$ cat src/rtl/i2s_rx.sv
// I2S master receiver: generates MCLK/SCLK/LRCLK (RATIO 256) and deserialises stereo samples onto a valid/ready port.
// Optional sticky overrun flag enabled by defining I2S_RX_OVERRUN_EN; otherwise overrun is tied low.
module i2s_rx #(
    parameter int DATA_WIDTH = 24,
    parameter int RATIO      = 256
) (
    input  logic                  clk_i2s,
    input  logic                  reset_n,
    output logic                  rx_mclk,
    output logic                  rx_sclk,
    output logic                  rx_lrclk,
    input  logic                  rx_data,
    output logic [DATA_WIDTH-1:0] left_sample,
    output logic [DATA_WIDTH-1:0] right_sample,
    output logic                  sample_valid,
    input  logic                  sample_ready,
    output logic                  overrun,
    input  logic                  overrun_clr
);

    localparam int CTR_W  = $clog2(RATIO);
    localparam int SLOT_W = CTR_W - 3;
    localparam logic [CTR_W-1:0]  LEFT_LSB_CTR  = CTR_W'(4 * DATA_WIDTH + 1);
    localparam logic [CTR_W-1:0]  RIGHT_LSB_CTR = CTR_W'(RATIO / 2 + 4 * DATA_WIDTH + 1);
    localparam logic [SLOT_W-1:0] SLOT_LAST     = SLOT_W'(DATA_WIDTH);

    logic [CTR_W-1:0]      ctr_q, ctr_d;
    logic [DATA_WIDTH-1:0] shift_q, shift_d;
    logic [DATA_WIDTH-1:0] stage_q, stage_d;
    logic [DATA_WIDTH-1:0] left_q, left_d;
    logic [DATA_WIDTH-1:0] right_q, right_d;
    logic                  valid_q, valid_d;
    logic [DATA_WIDTH:0]   shift_ext_s;
    logic [SLOT_W-1:0]     slot_s;
    logic                  shift_en_s;
    logic                  publish_s;
    logic                  transfer_s;

    assign rx_mclk      = clk_i2s;
    assign rx_sclk      = ctr_q[1];
    assign rx_lrclk     = ctr_q[CTR_W-1];
    assign left_sample  = left_q;
    assign right_sample = right_q;
    assign sample_valid = valid_q;

    assign slot_s      = ctr_q[CTR_W-2:2];
    assign shift_ext_s = {shift_q, rx_data};
    assign publish_s   = (ctr_q == RIGHT_LSB_CTR);
    assign transfer_s  = valid_q && sample_ready;

    // Next-state logic: counter, deserialiser, staging and output frame.
    always_comb begin
        ctr_d      = ctr_q + CTR_W'(1);
        shift_d    = shift_q;
        stage_d    = stage_q;
        left_d     = left_q;
        right_d    = right_q;
        valid_d    = valid_q;
        // Slot 0 is the I2S one-bit delay; data bits sit in slots 1..DATA_WIDTH.
        shift_en_s = (ctr_q[1:0] == 2'b01) && (slot_s != {SLOT_W{1'b0}}) && (slot_s <= SLOT_LAST);
        if (shift_en_s) begin
            shift_d = shift_ext_s[DATA_WIDTH-1:0];
        end else begin
            shift_d = shift_q;
        end
        if (ctr_q == LEFT_LSB_CTR) begin
            stage_d = shift_ext_s[DATA_WIDTH-1:0];
        end else begin
            stage_d = stage_q;
        end
        if (publish_s) begin
            left_d  = stage_q;
            right_d = shift_ext_s[DATA_WIDTH-1:0];
            valid_d = 1'b1;
        end else if (transfer_s) begin
            valid_d = 1'b0;
        end else begin
            valid_d = valid_q;
        end
    end

    // State registers.
    always_ff @(posedge clk_i2s or negedge reset_n) begin
        if (!reset_n) begin
            ctr_q   <= {CTR_W{1'b0}};
            shift_q <= {DATA_WIDTH{1'b0}};
            stage_q <= {DATA_WIDTH{1'b0}};
            left_q  <= {DATA_WIDTH{1'b0}};
            right_q <= {DATA_WIDTH{1'b0}};
            valid_q <= 1'b0;
        end else begin
            ctr_q   <= ctr_d;
            shift_q <= shift_d;
            stage_q <= stage_d;
            left_q  <= left_d;
            right_q <= right_d;
            valid_q <= valid_d;
        end
    end

`ifdef I2S_RX_OVERRUN_EN
    logic ovr_q, ovr_d;

    // A publish onto an unread frame sets the flag; setting beats clearing.
    always_comb begin
        ovr_d = ovr_q;
        if (publish_s && valid_q && !sample_ready) begin
            ovr_d = 1'b1;
        end else if (overrun_clr) begin
            ovr_d = 1'b0;
        end else begin
            ovr_d = ovr_q;
        end
    end

    // Sticky overrun register.
    always_ff @(posedge clk_i2s or negedge reset_n) begin
        if (!reset_n) begin
            ovr_q <= 1'b0;
        end else begin
            ovr_q <= ovr_d;
        end
    end

    assign overrun = ovr_q;
`else
    logic unused_ovr_clr_s;

    assign unused_ovr_clr_s = overrun_clr;
    assign overrun          = 1'b0;
`endif

endmodule

$ cat config.mk
export PLATFORM = sky130hd
export DESIGN_NAME = i2s_rx
export DESIGN_NICKNAME = d
export VERILOG_FILES = /design/src/rtl/i2s_rx.sv
export SDC_FILE = /design/constraint.sdc
export NUM_CORES = 1
export LEC_CHECK = 0
export CAP_MARGIN = 5
export CORE_UTILIZATION = 48
export CTS_CLUSTER_SIZE = 12
export DETAILED_ROUTE_END_ITERATION = 10
export DONT_BUFFER_PORTS = 1
export GPL_TIMING_DRIVEN = 0
export HOLD_SLACK_MARGIN = 0.1
export PLACE_DENSITY = 0.72
export SYNTH_ARGS = -nofsm -noshare
export SYNTH_HDL_FRONTEND = slang
export SYNTH_SLANG_ARGS = --single-unit
$ cat constraint.sdc
create_clock -name clk_i2s -period 6.3 [get_ports clk_i2s]
set_clock_uncertainty 0.2 [all_clocks]
set_input_delay 1.575 -clock clk_i2s [delete_from_list [all_inputs] [get_ports clk_i2s]]
set_output_delay 1.575 -clock clk_i2s [all_outputs]
set_load 0.03 [all_outputs]
==> results of run 1 <==
-- report_power, final --
| part | leakage, nW | internal (W) | switching, W |
|---|---|---|---|
| sequential | 1.41 | 0.000671 | 0.00000617 |
| clock | 0.126 | 0.000242 | 0.000239 |
| combinational | 0.777 | 0.00000547 | 0.00000458 |
| total | 2.31 | 0.000919 | 0.000249 |
-- stage by stage --
step	setup slack, ns	cells
floorplan	1.23	324
global placement	1.23	432
detailed placement	1.23	432
CTS	0.991	451
global route	0.987	451
finish	0.997	451
-- routing by layer --
layer / global-route usage / vias up / wire (µm)
li1: - / 1216 / -
met1: 0.259 / 1369 / 3840
met2: 0.288 / 72 / 3760
met3: 0.0525 / 15 / 450
met4: 0.122 / 0 / 238
met5: 0 / - / 0
-- logic make-up after synthesis --
| family | after synthesis | synth area share |
|---|---|---|
| flip-flops | 104 | 0.583 |
| multiplexers | 72 | 0.182 |
| buffers and inverters | 54 | 0.0538 |
| AO/OA/AOI/OAI | 50 | 0.0973 |
| AND/OR/NAND/NOR | 35 | 0.0659 |
| XOR/XNOR | 6 | 0.0118 |
| adder cells (fa/ha/maj) | 2 | 0.00561 |
| other | 1 | 0.000840 |
-- Yosys cell counts --
library cell,n
xnor2_1,3
xor2_1,3
or3_4,1
inv_1,29
and3_1,1
o21ai_0,1
a21oi_1,1
ha_1,2
o41ai_1,1
buf_2,9
nand4_1,1
conb_1,1
nor2_1,1
and2_1,1
buf_6,2
mux2_2,70
nand3_1,3
nor3_4,2
clkbuf_1,11
mux2_1,2
dfrtp_1,104
buf_4,3
a222oi_1,23
or3b_2,23
nor3b_1,1
o31ai_1,23
nand2_1,1
o31ai_2,1
-- layout make-up --
cell class / instances / area share
tap: 108 / 0.0279
clock buffer: 14 / 0.0378
inverter: 29 / 0.0225
multi-input combinational: 166 / 0.335
buffer: 25 / 0.0272
clock inverter: 5 / 0.0116
sequential: 104 / 0.538
-- final timing paths --
path,slack [ns],endpoint
setup reg to reg,3.87,shift_q[20]
hold / removal,0.29,ctr_q[0]
min in group asynchronous,0.59,left_sample[1]
max in group asynchronous,5.14,ctr_q[5]
setup / recovery,1.0,rx_mclk
hold reg to reg,0.29,ctr_q[0]
-- flip-flops by register name, summed over array words and instances (netlist names) --
name,count
ctr_q,8
shift_q,23
sample_valid,1
right_sample,24
left_sample,24
stage_q,24
-- critical path: stages --
cell and delay, ns:
clkbuf_8 0.11, clkbuf_8 0.11, buf_4 0.15
==> impl.org, run 1 <==
** Run status
- The flow ran to the end, but the final reports show violations.
- The final reports fail on DRC.

** Worst setup path
- Worst reg2reg startpoint :: ctr_q[1]
- The most critical setup path has its startpoint at clk_i2s.
- In this run the worst path has a maximum fanout of 2.
- For the worst setup path, the data required time is 4.53 ns.
- Length in cells of the worst reg-to-reg path :: 6
- At the worst endpoint, the arrival time is approximately 3.5 ns.
- The worst setup path is launched from a clock port.
- Classification of the worst setup path :: clk2out
- Category of the worst setup path capture point :: primary output

** Synth
- Main area contributors after synthesis :: dfrtp_1, mux2_2, a222oi_1
- Total of flip-flops plus latches after synthesis :: between 100 and 150
- Synthesized instance count :: 324
- Area of the mapped netlist :: 0.00446 mm²
- Library cell with the largest summed area after synthesis :: dfrtp_1
- Warnings, synthesis :: 0
- Of the synthesized area, sequential elements account for 0.583.
- When the netlist entered floorplanning its net count stood at ~330.
- Top-area cell type share of the netlist area :: 0.583
- Yosys mapped the design onto 28 distinct sky130hd cell types.
- Averaged over all synthesized cells, the footprint is 13.8 µm².

** Clock network
- Clock-pin slew was measured on the worst setup and hold paths at 0.09 ns.
- In this run, post-CTS repair resized a total of 0 instances.
- Skew-Pair Late Insertion Delay :: 0.47 ns
- Once the clock tree was built, the setup fixing pass inserted 0 buffers.
- TritonCTS built the clock tree.
- After clock tree synthesis, the flow added hold-fix buffers numbering 0.

** Routing
- The first detailed-routing pass took 11 iterations.
- After detailed routing, the total wire length is between 8000 and 9000 µm.
- Via density :: between 5 and 6
- For this run, design rule violations remaining after detail routing come to 5.
- Dividing the detail-routed wire length by the instance count gives ~18 µm.
- Number of vias after detailed routing :: ~2700
- For this block, the initial DRC count from the detailed router was 261.
- The detail route stage leaves a number of antenna-violating nets equal to 0.

** Die
- Starting Density :: 0.504
- The floorplan step defined a die boundary enclosing between 0.009 and 0.01 mm².
- In this run the core area contains 34 standard-cell rows.
- 58 I/O pins were placed.
- Die height :: ~100 µm
- Area of the core :: between 0.008 and 0.009 mm²
- Width of the chip :: 98.4 µm

** Hold path
- Number of cells on the worst hold path :: 1
- Class of the worst hold path :: reg2reg
- The worst hold path begins at ctr_q[0].

** Placed design
- Total cell area at the placement stage :: 0.00460 mm²
- The HPWL after detailed placement is between 5000 and 6000 µm.
- At the end of routability-driven placement, the weighted congestion stood at a little under 0.8.
- Count of buffers from port buffering :: 0

** Final layout
- After the last flow step, the layout net total stands at between 300 and 400.
- In the layout the commonest cells are dfrtp_1, mux2_2, inv_1.
- Post-layout instance area :: approximately 0.0048 mm²
- The number of antenna diodes in the final layout is 0.
- After filler insertion, the fill cell instance count of the layout stands at 746.
- Of the cells placed in the final design, the portion with a size suffix greater than 1 is 0.376.
- In the final layout, the multi-input gates occupy between 0.0015 and 0.002 mm².
- The library cell used most frequently in the layout, excluding fill and tap cells, is dfrtp_1.
- Final standard cell utilization of the core :: 0.547
- From synthesis to final layout, the design area changed by 8.38%.
- Across the whole layout, storage elements account for between 0.002 and 0.003 mm².

** STA
- Across all hold checks on the routed design, the worst slack comes to slightly below 0.3 ns.
- In the final timing run, aggregate negative setup slack is 0 ns.
- The final-report max-slew violation count was 0.
- Actual slew at the worst max-slew pin :: 0.523 ns
- Measured against its own limit, the worst slew margin works out to 0.651.
- Setup violations remaining at the end of the flow were counted as 0.
- The number of hold violations in the final report came to 0.
- Setup repair after global routing left no endpoint under its margin.

** Power
- Max VDD drop :: slightly above 0.1 mV
- The completed layout was analyzed and its total power is roughly 0.0012 W.
- Reported leakage power :: 2.31 nW
- In this run the power density over the cells is 242 mW/mm².

** Global routing
- Initial antenna violation count :: 0
- Largest net degree at the start of global routing :: roughly 110
- For this run, the total global-route usage over all layers was measured as 0.196.
- The number of global-route vias before repair came to 2862.
- For this run the aggregate overflow at the end of global routing stands at 0.
- Wire length of the first global-routing pass :: about 15000 µm

** Run
- Number of max-cap violations :: 0
(Power assumes the default switching activity.)
==> run 2, diff against run 1 <==
--- a/config.mk
+++ b/config.mk
@@ -12,7 +12,7 @@
 export DONT_BUFFER_PORTS = 1
 export GPL_TIMING_DRIVEN = 0
 export HOLD_SLACK_MARGIN = 0.1
-export PLACE_DENSITY = 0.72
+export PLACE_DENSITY = 0.74
 export SYNTH_ARGS = -nofsm -noshare
 export SYNTH_HDL_FRONTEND = slang
 export SYNTH_SLANG_ARGS = --single-unit
==> constraint.sdc (replaced) <==
create_clock -name clk_i2s -period 4.6 [get_ports clk_i2s]
set_clock_uncertainty 0.2 [all_clocks]
set_input_delay 1.15 -clock clk_i2s [delete_from_list [all_inputs] [get_ports clk_i2s]]
set_output_delay 1.15 -clock clk_i2s [all_outputs]
set_load 0.03 [all_outputs]
==> run 2 against run 1 <==
Net effect:
- the flow still finishes with violations (DRC)
- die area did not move
- critical path type unchanged
- via count barely moved
- critical path depth stayed put
- cell count stayed put
- routed wire length shrank 3.7%
- global-route usage fell by 1.5 points
- clock power rose by 24%
- flip-flop and latch count did not move
- count of clock-buffer cells in the layout unchanged
- worst setup slack got worse by 0.43 ns
- cell area fell by 0.49%
- utilization down 0.27 points
- largest power group unchanged
==> impl.org, run 2 (same netlist as run 1, synthesis figures left out) <==
** STA
- Setup repair after global routing left no endpoint under its margin.
- The number of setup violations in the final report came to 0 (unchanged).
- The number of hold violations in the final report was 0 (unchanged).
- The final-report max-slew violation count is 0 (unchanged).
- Setup_tns :: 0 ns (unchanged)

** Worst setup path
- The startpoint identified for the worst register-to-register timing path is ctr_q[1].
- Length in cells of the worst reg-to-reg path :: 6 (unchanged)
- Critical path launch point :: clk_i2s
- Maximum fanout encountered on the critical timing path :: 2 (unchanged)
- Arrival time worst endpoint :: 2.68 ns (-0.85 ns)
- Kind of start point of the critical path :: clock port
- Worst endpoint required time :: 3.25 ns (-1.28 ns)
- Category of the worst setup path capture point :: primary output
- The worst setup path is of the clk2out kind.

** Routing
- The count of antenna-violating nets left after detailed routing is 0 (unchanged).
- The number of detailed-routing iterations run before antenna repair was 11 (unchanged).
- The total via count after detailed routing came to 2673 (+0.037%).
- The DRC violation count after routing was 2 (-3).
- Routed len/inst :: 17.7 µm (-3.7%)
- Iteration-0 DRC Markers :: 243 (-6.9%)
- Via density :: 5.93 (about the same)
- Routed Wire Length :: 7980 µm (-3.7%)

** Final layout
- Layout cells sized above 1 :: 0.376 (unchanged)
- Final nets :: 345 (unchanged)
- The number of fill cells in the layout is 762 (+2.1%).
- Growth of design area from synthesis to finish :: 7.85%
- Ant diodes :: 0 (unchanged)
- Commonest cells after routing, fill and taps aside :: dfrtp_1, mux2_2, inv_1
- Leading cell type in the layout, fill and taps excluded :: dfrtp_1

** Clock network
- The hold buffer count at CTS is 0 (unchanged).
- TritonCTS built the clock tree.
- Number of setup buffers added after CTS :: 0 (unchanged)
- Cells resized by post-CTS repair :: 0 (unchanged)
- The later-pin clock latency in the skew report is 0.45 ns (-0.02 ns).
- The clock slew at the register clock pins of the worst setup and hold paths is 0.10 ns (about the same).

** Placed design
- The number of input and output port buffers inserted came to 0 (unchanged).
- Gp weighted congestion :: 0.835 (+6.2%)
- Post-DP HPWL :: 5250 µm (-1.5%)

** Global routing
- The remaining global-route overflow is 0 (unchanged).
- Overall routing resource usage :: 0.181 (-0.0151)
- The largest net degree at the start of global routing came to 105 (unchanged).
- Initial antenna violation count :: 0 (unchanged)
- The wire length of the first global-routing pass is 13600 µm (-6.4%).
- Vias in the first global route :: 2802 (-2.1%)

** Power
- Power density cells :: 319 mW/mm² (+32%)
- Total power after layout :: 0.00154 W (+32%)
- The leakage component of the power was 2.29 nW (-0.78%).
- Max VDD drop :: 0.171 mV (+68%)

** Die
- Starting Density :: 0.504 (unchanged)
- Die height :: 98.4 µm (unchanged)
- The width of the chip came to 98.4 µm (unchanged).
- Std cell rows :: 34 (unchanged)
- The I/O pin total came to 58 (unchanged).
- The floorplan core area is 0.00885 mm² (unchanged).
- The die area was 0.00969 mm² (unchanged).

** Run status
- Result of the run :: finished, violations left
- The final reports fail on DRC.

** Run
- Number of max-cap violations :: 0 (unchanged)

** Hold path
- In this run the worst hold path is classified as in2async.
[run 2: cell count changes in the layout (fill, tap and decap cells not counted), sizes merged]
cell / previous run / this run
bufinv: 1 / 0
clkinv: 3 / 2
clkinvlp: 1 / 3
[run 2: critical path, cell delays in order]
cell      delay [ns]
clkbuf_8        0.11
clkbuf_8        0.12
buf_4           0.16
[run 2: worst paths after layout]
path	endpoint	slack [ns]
setup / recovery	rx_mclk	0.57
hold / removal	left_sample[2]	0.18
setup reg to reg	shift_q[20]	2.18
hold reg to reg	stage_q[5]	0.29
max in group asynchronous	left_sample[13]	3.87
min in group clk_i2s	stage_q[5]	0.29
[run 2: area by class of cell]
| type | instances | area, µm² | area share |
|---|---|---|---|
| Clock buffer | 14 | 183 | 0.0380 |
| Sequential cell | 104 | 2600 | 0.541 |
| Multi-Input combinational cell | 166 | 1620 | 0.337 |
| Inverter | 29 | 109 | 0.0226 |
| Buffer | 25 | 131 | 0.0273 |
| Clock inverter | 5 | 32.5 | 0.00676 |
| Tap cell | 108 | 135 | 0.0281 |
[run 2: power by group]
part | total (W) | internal, W | switching, W
Sequential | 0.000927 | 0.000919 | 0.00000816
Combinational | 0.0000138 | 0.00000749 | 0.00000629
Clock | 0.000596 | 0.000276 | 0.000320
Total | 0.00154 | 0.00120 | 0.000334
[run 2: stage by stage]
stage	std cells	util	area, µm²	setup slack (ns)	hold slack [ns]
after global routing	451	0.544	4810	0.562	0.131
after detailed placement	432	0.520	4600	0.805	0.271
after CTS	451	0.544	4810	0.565	0.152
after floorplan	324	-	4460	0.805	0.244
final	451	0.544	4810	0.570	0.176
after global placement	432	0.520	4600	0.805	0.260
[run 2: per-layer routing]
layer  GRT usage  vias to the layer above  routed length [µm]
li1            -                     1219                   -
met1       0.224                     1372                3570
met2       0.284                       74                3780
met3      0.0681                        8                 490
met4      0.0804                        0                 143
met5           0                        -                   0
==> run 3, diff against run 2 <==
--- a/config.mk
+++ b/config.mk
@@ -6,13 +6,14 @@
 export NUM_CORES = 1
 export LEC_CHECK = 0
 export CAP_MARGIN = 5
+export CORE_MARGIN = 2
 export CORE_UTILIZATION = 48
 export CTS_CLUSTER_SIZE = 12
 export DETAILED_ROUTE_END_ITERATION = 10
 export DONT_BUFFER_PORTS = 1
 export GPL_TIMING_DRIVEN = 0
 export HOLD_SLACK_MARGIN = 0.1
-export PLACE_DENSITY = 0.74
+export PLACE_DENSITY = 0.72
 export SYNTH_ARGS = -nofsm -noshare
 export SYNTH_HDL_FRONTEND = slang
 export SYNTH_SLANG_ARGS = --single-unit
==> constraint.sdc (replaced) <==
create_clock -name clk_i2s -period 4.25 [get_ports clk_i2s]
set_clock_uncertainty 0.2 [all_clocks]
set_input_delay 1.0625 -clock clk_i2s [delete_from_list [all_inputs] [get_ports clk_i2s]]
set_output_delay 1.0625 -clock clk_i2s [all_outputs]
set_load 0.03 [all_outputs]
==> run 3 against run 2 <==
Net effect:
- the run now ends clean
- die area up 4.1%
- routed wire length up 3.9%
- register-to-register slack worse by 0.36 ns
- via count down 0.49%
- first-iteration DRC count down 12%
- sequential power up 8%
- non-clock buffer count up 1
- flip-flop and latch count unchanged
- cell count up 0.67%
- clock power up 21%
- global-route usage down 0.35 points
- sequential share of layout area down 0.57 points
- highest routed layer unchanged
==> impl.org, run 3 (same netlist as run 1, synthesis figures left out) <==
** Worst setup path
- The worst reg2reg path depth is 6 (unchanged).
- Worst endpoint required time :: 2.99 ns (-0.26 ns)
- Buffers & Inverters on Critical Path :: 3 (unchanged)
- Among cell families on the critical path, the largest total delay comes from buffers and inverters.
- Worst flop-to-flop path endpoint :: left_sample[20]
- STA classifies the critical path startpoint as a clock port.
- On the critical path, the stage with the largest delay is an instance of buf_4.
- Classification of the worst setup path :: clk2out
- Arrival time worst endpoint :: 2.50 ns (-0.18 ns)
- Category of the worst setup path capture point :: primary output
- Crit path largest cell delay :: 0.16 ns (about the same)
- The most numerous cell type found on the critical path is clkbuf_8.
- Maximum fanout encountered on the critical timing path :: 2 (unchanged)
- The flop-to-flop setup slack came to 1.82 ns (-0.36 ns).
- Chain of cells forming the critical path :: clkbuf_8 -> clkbuf_8 -> buf_4
- In this run the critical register-to-register path is launched from ctr_q[1].

** Final layout
- Final nets :: 346 (+0.29%)
- The library cell used most frequently in the layout, excluding fill and tap cells, is dfrtp_1.
- Fill cell instance count of the final layout :: 794 (+4.2%)
- The ratio of cells with drive above 1 in the final layout is 0.379 (+0.00292).
- Ant diodes :: 0 (unchanged)
- Fin cells :: 454 (+0.67%)
- Growth of design area from synthesis to finish :: 9.00%
- Commonest cells after routing, fill and taps aside :: dfrtp_1, mux2_2, inv_1

** Power
- Clock power frac :: 0.410 (+0.022)
- Power density cells :: 362 mW/mm² (+13%)
- The leakage component of the power came to 2.32 nW (+1.3%).
- Max VDD drop :: 0.182 mV (+6.9%)
- The internal power component is 0.00136 W (+13%).
- Fraction of power consumed by sequential logic :: 0.570 (-0.033)
- Switching component of the power :: 0.000399 W (+19%)
- Comb pwr share :: 0.020 (+0.011)
- Switching fraction of total power :: 0.227 (+0.00902)

** Routing
- Iteration-0 DRC Markers :: 213 (-12%)
- The number of detailed-routing iterations run before antenna repair was 7 (-4).
- The DRC violation count after routing was 0 (-2).
- Routed len/inst :: 18.3 µm (+3.2%)
- Post-route antenna net violation count :: 0 (unchanged)
- The total via count after detailed routing was 2660 (-0.49%).
- Via density :: 5.86 (-1.1%)
- Routed Wire Length :: 8290 µm (+3.9%)

** Clock network
- Skew-Pair Late Insertion Delay :: 0.47 ns (+0.02 ns)
- Count of hold-fix buffers inserted at cts :: 1 (+1)
- The clock slew at the register clock pins of the worst setup and hold paths was 0.09 ns (about the same).
- TritonCTS built the clock tree.
- The buffers inserted during post-CTS setup optimization is 0 (unchanged).
- The post-cts gate resize count was 0 (unchanged).

** Hold path
- The worst hold path begins at ctr_q[0].
- Class of the worst hold path :: reg2reg
- Number of cells on the worst hold path :: 1
- Endpoint with the worst hold slack :: ctr_q[0]

** Placed design
- The worst slack at placement came to 0.717 ns (-0.0875 ns).
- Post-DP HPWL :: 5390 µm (+2.8%)
- The number of cells after detailed placement is 435 (+0.69%).
- The weighted congestion reported at the end of routability-driven placement came to 0.815 (-2.3%).
- Count of buffers from port buffering :: 0 (unchanged)

** Global routing
- The wire length of the first global-routing pass came to 13900 µm (+2.0%).
- Initial antenna violation count :: 0 (unchanged)
- The total routing usage reported by global routing came to 0.177 (-0.00353).
- Total congestion overflow after global routing :: 0 (unchanged)
- Largest net degree at the start of global routing :: 105 (unchanged)
- Vias in the first global route :: 2794 (-0.29%)

** Die
- Width of the chip :: 100 µm (+2.0%)
- Number of ports placed on the die boundary :: 58 (unchanged)
- The die area came to 0.0101 mm² (+4.1%).
- The initial core utilization was 0.490 (-0.0144).
- Std cell rows :: 35 (+2.9%)
- Die height :: 100 µm (+2.0%)
- Area of the core :: 0.00911 mm² (+2.9%)

** STA
- The number of hold violations in the final report was 0 (unchanged).
- Setup repair after global routing left no endpoint under its margin.
- Setup-violating endpoint count in the final report :: 0 (unchanged)
- The total negative slack for setup checks is 0 ns (unchanged).
- The final worst setup slack is 0.484 ns (-0.0865 ns).
- The final-report max-slew violation count came to 0 (unchanged).

** Run
- Number of max-cap violations :: 0 (unchanged)

** Run status
- The flow ran to the end, and the final reports show no timing, DRC or antenna violations.
-- run 3: metal layers --
metal	share of wire	vias to the layer above	track usage
met2	0.47	73	0.276
met3	0.068	10	0.0717
met5	0	-	0
li1	-	1217	-
met4	0.013	0	0.0622
met1	0.45	1360	0.225
-- run 3: area by class of cell --
cell class / instances / area (µm²) / area share
Inverter: 29 / 109 / 0.0224
Multi-Input combinational cell: 166 / 1620 / 0.333
Clock buffer: 13 / 179 / 0.0368
Tap cell: 111 / 139 / 0.0285
Buffer: 25 / 131 / 0.0270
Timing Repair Buffer: 1 / 27.5 / 0.00566
Sequential cell: 104 / 2600 / 0.535
Clock inverter: 5 / 56.3 / 0.0116
-- run 3: worst reg2reg max path, stage by stage (launching register included) --
cell and delay [ns]:
dfrtp_1 0.57, inv_1 0.08, ha_1 0.31, nand4_1 0.22, buf_2 0.31, buf_4 0.26
mux2_2 0.36
-- run 3: how the worst max path moves through the flow --
stage	start	to	slack, ns	cells after the start
floorplan	clk_i2s	rx_mclk	0.72	1
detailed placement	clk_i2s	rx_mclk	0.72	1
finish	clk_i2s	rx_mclk	0.48	3
global placement	clk_i2s	rx_mclk	0.72	1
CTS	clk_i2s	rx_mclk	0.48	3
global route	clk_i2s	rx_mclk	0.47	3
-- run 3: power by group through the flow --
stage / registers, W / clock network (W) / logic, W
detailed placement: 0.00102 / 0.0000352 / 0.0000151
finish: 0.00100 / 0.000722 / 0.0000359
global route: 0.00100 / 0.000783 / 0.0000417
floorplan: 0.00102 / 0.0000352 / 0.0000135
global placement: 0.00102 / 0.0000352 / 0.0000144
CTS: 0.00100 / 0.000738 / 0.0000374
-- run 3: per-stage QoR --
step                       util  area, µm²  hold slack [ns]  power (W)
after CTS                 0.534       4860            0.287    0.00178
after detailed placement  0.505       4600            0.273    0.00107
after global placement    0.505       4600            0.261    0.00107
after floorplan               -       4460            0.244    0.00107
after global routing      0.534       4860            0.296    0.00183
final                     0.534       4860            0.281    0.00176
